File: src/rtl/freq_meter.sv
// Gated edge-count frequency meter: rising edges of sig_in over GATE_CYCLES reference
// clocks, reported in Hz. Optional period measurement is built when PERIOD_MEAS_EN is defined.
module freq_meter #(
    parameter int unsigned INPUT_FREQ  = 100_000_000,
    parameter int unsigned GATE_CYCLES = 100_000_000,
    parameter int unsigned CNT_WIDTH   = 32,
    parameter int unsigned SYNC_STAGES = 2
) (
    input  logic                 clk_100mhz,
    input  logic                 rst,
    input  logic                 sig_in,
    input  logic                 enable,
    output logic                 busy,
    output logic [CNT_WIDTH-1:0] freq_hz,
    output logic                 freq_valid,
`ifdef PERIOD_MEAS_EN
    output logic [CNT_WIDTH-1:0] period_cycles,
    output logic                 period_valid,
    output logic                 no_signal,
`endif
    output logic                 overflow
);

    localparam int unsigned SCALE = INPUT_FREQ / GATE_CYCLES;
    localparam int unsigned GW    = (GATE_CYCLES > 1) ? $clog2(GATE_CYCLES) : 1;
    localparam int unsigned PWIDE = 2 * CNT_WIDTH;

    typedef enum logic {S_IDLE, S_GATE} state_t;

    state_t                 r_state;
    state_t                 w_next;
    logic [SYNC_STAGES-1:0] r_sync;
    logic                   r_prev;
    logic                   w_edge;
    logic                   w_terminal;
    logic [GW-1:0]          r_gate_cnt;
    logic [CNT_WIDTH-1:0]   r_edge_cnt;
    logic [CNT_WIDTH-1:0]   w_cnt_next;
    logic                   r_win_ovf;
    logic                   w_win_ovf_next;
    logic [PWIDE-1:0]       w_prod;
    logic                   w_prod_sat;

    always_ff @(posedge clk_100mhz or posedge rst) begin
        if (rst) begin
            r_sync <= '0;
            r_prev <= 1'b0;
        end else begin
            r_sync <= {r_sync[SYNC_STAGES-2:0], sig_in};
            r_prev <= r_sync[SYNC_STAGES-1];
        end
    end

    assign w_edge = r_sync[SYNC_STAGES-1] & ~r_prev;

    always_ff @(posedge clk_100mhz or posedge rst) begin
        if (rst) r_state <= S_IDLE;
        else     r_state <= w_next;
    end

    always_comb begin
        w_next     = r_state;
        busy       = 1'b0;
        w_terminal = 1'b0;
        case (r_state)
            S_IDLE: begin
                if (enable) w_next = S_GATE;
            end
            S_GATE: begin
                busy = 1'b1;
                if (!enable)                                   w_next = S_IDLE;
                else if (r_gate_cnt == GW'(GATE_CYCLES - 1))   w_terminal = 1'b1;
            end
            default: w_next = S_IDLE;
        endcase
    end

    // Count including this cycle's edge so an edge in the terminal cycle joins the closing window.
    always_comb begin
        w_cnt_next     = r_edge_cnt;
        w_win_ovf_next = r_win_ovf;
        if (w_edge) begin
            if (&r_edge_cnt) w_win_ovf_next = 1'b1;
            else             w_cnt_next     = r_edge_cnt + 1'b1;
        end
        w_prod     = PWIDE'(w_cnt_next) * PWIDE'(SCALE);
        w_prod_sat = |w_prod[PWIDE-1:CNT_WIDTH];
    end

    always_ff @(posedge clk_100mhz or posedge rst) begin
        if (rst) begin
            r_gate_cnt <= '0;
            r_edge_cnt <= '0;
            r_win_ovf  <= 1'b0;
            freq_hz    <= '0;
            freq_valid <= 1'b0;
            overflow   <= 1'b0;
        end else begin
            freq_valid <= 1'b0;
            if ((r_state == S_GATE) && enable) begin
                if (w_terminal) begin
                    r_gate_cnt <= '0;
                    r_edge_cnt <= '0;
                    r_win_ovf  <= 1'b0;
                    freq_valid <= 1'b1;
                    freq_hz    <= w_prod_sat ? '1 : w_prod[CNT_WIDTH-1:0];
                    overflow   <= w_win_ovf_next | w_prod_sat;
                end else begin
                    r_gate_cnt <= r_gate_cnt + 1'b1;
                    r_edge_cnt <= w_cnt_next;
                    r_win_ovf  <= w_win_ovf_next;
                end
            end else begin
                r_gate_cnt <= '0;
                r_edge_cnt <= '0;
                r_win_ovf  <= 1'b0;
            end
        end
    end

`ifdef PERIOD_MEAS_EN
    localparam int unsigned PER_W = $clog2(GATE_CYCLES + 1);

    logic [PER_W-1:0] r_per_cnt;
    logic [PER_W:0]   w_per_len;
    logic             w_per_sat;
    logic             r_armed;

    assign w_per_len = {1'b0, r_per_cnt} + 1'b1;
    assign w_per_sat = (w_per_len >> CNT_WIDTH) != '0;

    // The first edge after enable or a timeout only arms; later edges report the spacing.
    always_ff @(posedge clk_100mhz or posedge rst) begin
        if (rst) begin
            r_per_cnt     <= '0;
            r_armed       <= 1'b0;
            period_cycles <= '0;
            period_valid  <= 1'b0;
            no_signal     <= 1'b0;
        end else begin
            period_valid <= 1'b0;
            if (!enable) begin
                r_armed   <= 1'b0;
                r_per_cnt <= '0;
            end else if (w_edge) begin
                if (r_armed) begin
                    period_cycles <= w_per_sat ? '1 : CNT_WIDTH'(w_per_len);
                    period_valid  <= 1'b1;
                end
                r_armed   <= 1'b1;
                no_signal <= 1'b0;
                r_per_cnt <= '0;
            end else if (r_armed) begin
                if (r_per_cnt == PER_W'(GATE_CYCLES - 1)) begin
                    no_signal <= 1'b1;
                    r_armed   <= 1'b0;
                    r_per_cnt <= '0;
                end else begin
                    r_per_cnt <= r_per_cnt + 1'b1;
                end
            end
        end
    end
`endif

endmodule

File: config.mk
export PLATFORM = sky130hd
export DESIGN_NAME = freq_meter
export DESIGN_NICKNAME = d
export VERILOG_FILES = /design/src/rtl/freq_meter.sv
export SDC_FILE = /design/constraint.sdc
export NUM_CORES = 1
export LEC_CHECK = 0
export CAP_MARGIN = 15
export CORE_AREA = 4 4 118 120
export CTS_CLUSTER_DIAMETER = 200
export DETAILED_ROUTE_END_ITERATION = 12
export DIE_AREA = 0 0 122 124
export PLACE_DENSITY = 0.57
export RECOVER_POWER = 50
export SYNTH_ARGS = -nofsm -noshare
export SYNTH_HDL_FRONTEND = slang
export SYNTH_SLANG_ARGS = --single-unit
File: constraint.sdc
create_clock -name clk_100mhz -period 4.2 [get_ports clk_100mhz]
set_input_delay 0.63 -clock clk_100mhz [delete_from_list [all_inputs] [get_ports clk_100mhz]]
set_output_delay 0.63 -clock clk_100mhz [all_outputs]
set_load 0.1 [all_outputs]
==> flow_summary.yaml <==
finish:
  seq_area_um2: 2450
  final_area_um2: 5170
  synthToLayoutAreaGrowth_pct: 16.7
  drive_gt1_share_pct: 6.03
  final_cells: 657
  multiInputGateArea_um2: 1790
  finalNetCount: 482
  fillers: 1325
  n_antenna_cell: 0
hold_path:
  min_from: "r_sync[0]$_DFF_PP0_"
  whs_endpoint: "r_sync[1]$_DFF_PP0_"
  min_path_cells: 0
  min_path_type: "register to register"
clock_tree:
  clock_latency_ns: 0.34
  post_cts_buffers: 0
  cts_root_buffer: "clkbuf_16"
  clk_pin_slew_ns: 0.07
  cts_buffer_depth: 2
  tritoncts: "done"
  cts_resized: 0
  cts_htree_levels: 3
  hold_buffers: 0
  clock_sinks: 98
  cts_buffers: 9
floorplanning:
  num_io_pins: 39
  die_x_um: 122
  dieHeight_um: 124
  start_util_pct: 34.1
  dieArea_um2: 15100
  core_region_area_um2: 13000
  rows: 42
yosys:
  synth_fp_nets: 447
  ys.flop_type: "dfrtp_1"
  syn_avg_cell_area_um2: 10.0
  synth_top_area_share_pct: 55.4
  synth_warnings: 0
  synth_area_um2: 4430
  ys_ff_latch: 98
  synth_top_cells_by_area: "dfrtp_1, xnor2_1, nor2_1, nand2_1, xor2_1"
  ys_seq_area_share_pct: 55.4
  async_flop_share_pct: 100
  synth_largest_area_cell: "dfrtp_1"
  ys_types: 43
  synth_edf_count: 0
  synthCells: 441
timing:
  setup-tns-final_ns: 0
  fin_ws_ns: 1.13
  skew_ns: 0.00753
  timing.final.crit_share_pct: 73.1
  maxSlewHeadroom_pct: -20.8
  tightest_slew_ns: 1.81
  clock.fmax_mhz: 326
  drv_slew: 76
  final_hold_viol_count: 0
  rsz0062_at_grt: "false"
  setup_viol: 0
  fin_crit_ns: 3.07
power:
  p_per_area_nw_per_um2: 344
  ir_worst_vdd_mv: 0.166
  power_switching_share_pct: 21.2
  p_clk_share_pct: 44.3
  power_frac_comb_pct: 2.3
  leakagePower_uw: 0.00202
  power.net_switching_uw: 378
  seqPwrFrac_pct: 53.4
  p_int_uw: 1400
worst_setup_path:
  r2r_end: "freq_hz[22]$_DFFE_PP0P_"
  crit_arrival_ns: 3.24
  worst_setup_path_end_kind: "register"
  crit_start: "r_gate_cnt[0]$_DFF_PP0_"
  crit_fanout: 40
  rr_worst_depth: 8
  start_kind: "register"
  worstReg2RegStart: "r_gate_cnt[0]$_DFF_PP0_"
  critPathRequiredTime_ns: 4.36
  critical_path_class: "register to register"
  rrSetupSlack_ns: 1.13
drt:
  wl_per_cell_um: 13.4
  drc: 0
  drt_iter0_markers: 141
  routed_wl_mm: 8.81
  dr.pass1.iters: 4
  ant_nets: 0
  viasPerCell: 4.78
  vias: 3142
placed_design:
  place_inst: 641
  placed_area_um2: 4920
  hpwl_mm: 5.86
  pre_cts_ws_ns: 1.43
  gp_congestion: 0.760
  place.port_buffers: 38
global_route:
  grt_overflow: 0
  grt_max_degree: 61
  antenna_found_initial: 0
  grt_pass1_vias: 3185
  grt_pass1_wl_mm: 15.8
  grt.total_usage_pct: 13.2
run_status:
  violations: "max-capacitance violations, max-slew violations"
  status: "complete, but fails checks"
run:
  maxCapViolCount: 2
[logic make-up after synthesis]
kind of cell | count (synthesis) | synth area share, %
AOI/OAI and AO/OA | 40 | 4.75
xor gates and xnor gates | 54 | 10.7
adders and majority gates | 2 | 0.565
buffers and inverters | 24 | 3.81
DFF | 98 | 55.4
muxes | 1 | 0.226
and+or+nand+nor | 222 | 24.6
[flip-flops by register name, summed over array words and instances (netlist names)]
signal	count
freq_hz	32
freq_valid	1
overflow	1
r_edge_cnt	32
r_gate_cnt	27
r_prev	1
r_state	1
r_sync	2
r_win_ovf	1
[cell usage in the layout (no fill, tap or decap), drive strengths merged, types with 2 or more instances in the layout]
master and n:
clkinv 2, clkdlybuf4s50 35, nand3 23, nand2 57
or3 2, nor2 78, or4 3, and4 3
nor4 4, nor4b 2, and2 2, nand3b 2
xnor2 35, and3 8, nand4 10, xor2 19
ha 2, inv 5, o21ai 33, dfrtp 98
a21oi 4, nor2b 3, nor3 20, nand2b 3
dlygate4sd3 3, clkbuf 18
[cell usage after synthesis, types with 6 or more instances]
cell,count
buf_6,9
dfrtp_1,98
o21ai_1,24
o21ai_0,9
nand4_1,10
nand3_1,20
nand2_1,57
xnor2_1,35
buf_2,6
inv_1,6
nor2_1,76
xor2_1,19
nor3_1,19
and3_1,8
[area by class of cell]
class	instances	share of cell area (%)
repair buffers	42	7.67
inverters	6	0.460
well taps	176	4.26
flip-flops and latches	98	47.4
multi-input cells	319	34.7
clock inverters	2	0.194
clock buffers	14	5.30
[routing by layer]
| layer | wire [µm] | GRT usage (%) | part of all wire (%) |
|---|---|---|---|
| met1 | 4280 | 17.8 | 49 |
| met3 | 371 | 2.72 | 4.2 |
| met4 | 177 | 6.09 | 2.0 |
| met2 | 3990 | 20.4 | 45 |
| met5 | 0 | 0 | 0 |
[worst max-delay path, stage by stage (launching register included)]
cell and delay, ns:
dfrtp_1 0.38, ha_1 0.19, nand3_1 0.22, nor2_1 0.27, nand2_1 0.13, or4_1 0.55, clkbuf_1 0.72, nand2_1 0.28
o21ai_0 0.13
[metrics by stage]
| step | power [µW] | utilization, % | hold slack (ns) |
|---|---|---|---|
| after global routing | 1850 | 39.8 | 0.350 |
| after CTS | 1810 | 40.1 | 0.349 |
| after global placement | 1010 | 37.9 | 0.343 |
| after floorplan | 1000 | - | 0.331 |
| after detailed placement | 1010 | 37.9 | 0.335 |
| final | 1780 | 39.8 | 0.347 |
[worst max-delay path by stage]
stage,endpoint
6_report,freq_hz[22]$_DFFE_PP0P_
5_1_grt,freq_hz[18]$_DFFE_PP0P_
4_1_cts,busy
3_5_place_dp,r_edge_cnt[6]$_DFF_PP0_
3_3_place_gp,r_gate_cnt[8]$_DFF_PP0_
2_1_floorplan,freq_hz[0]$_DFFE_PP0P_
[power groups by stage]
stage               logic [µW]  registers (µW)  clock network (µW)
finish                    41.2             950                 789
CTS                       45.6             949                 817
global route              48.9             949                 856
floorplan                 31.2             971                   0
global placement          44.6             967                   0
detailed placement        45.2             968                   0
Power figures use the tool's default switching activity.
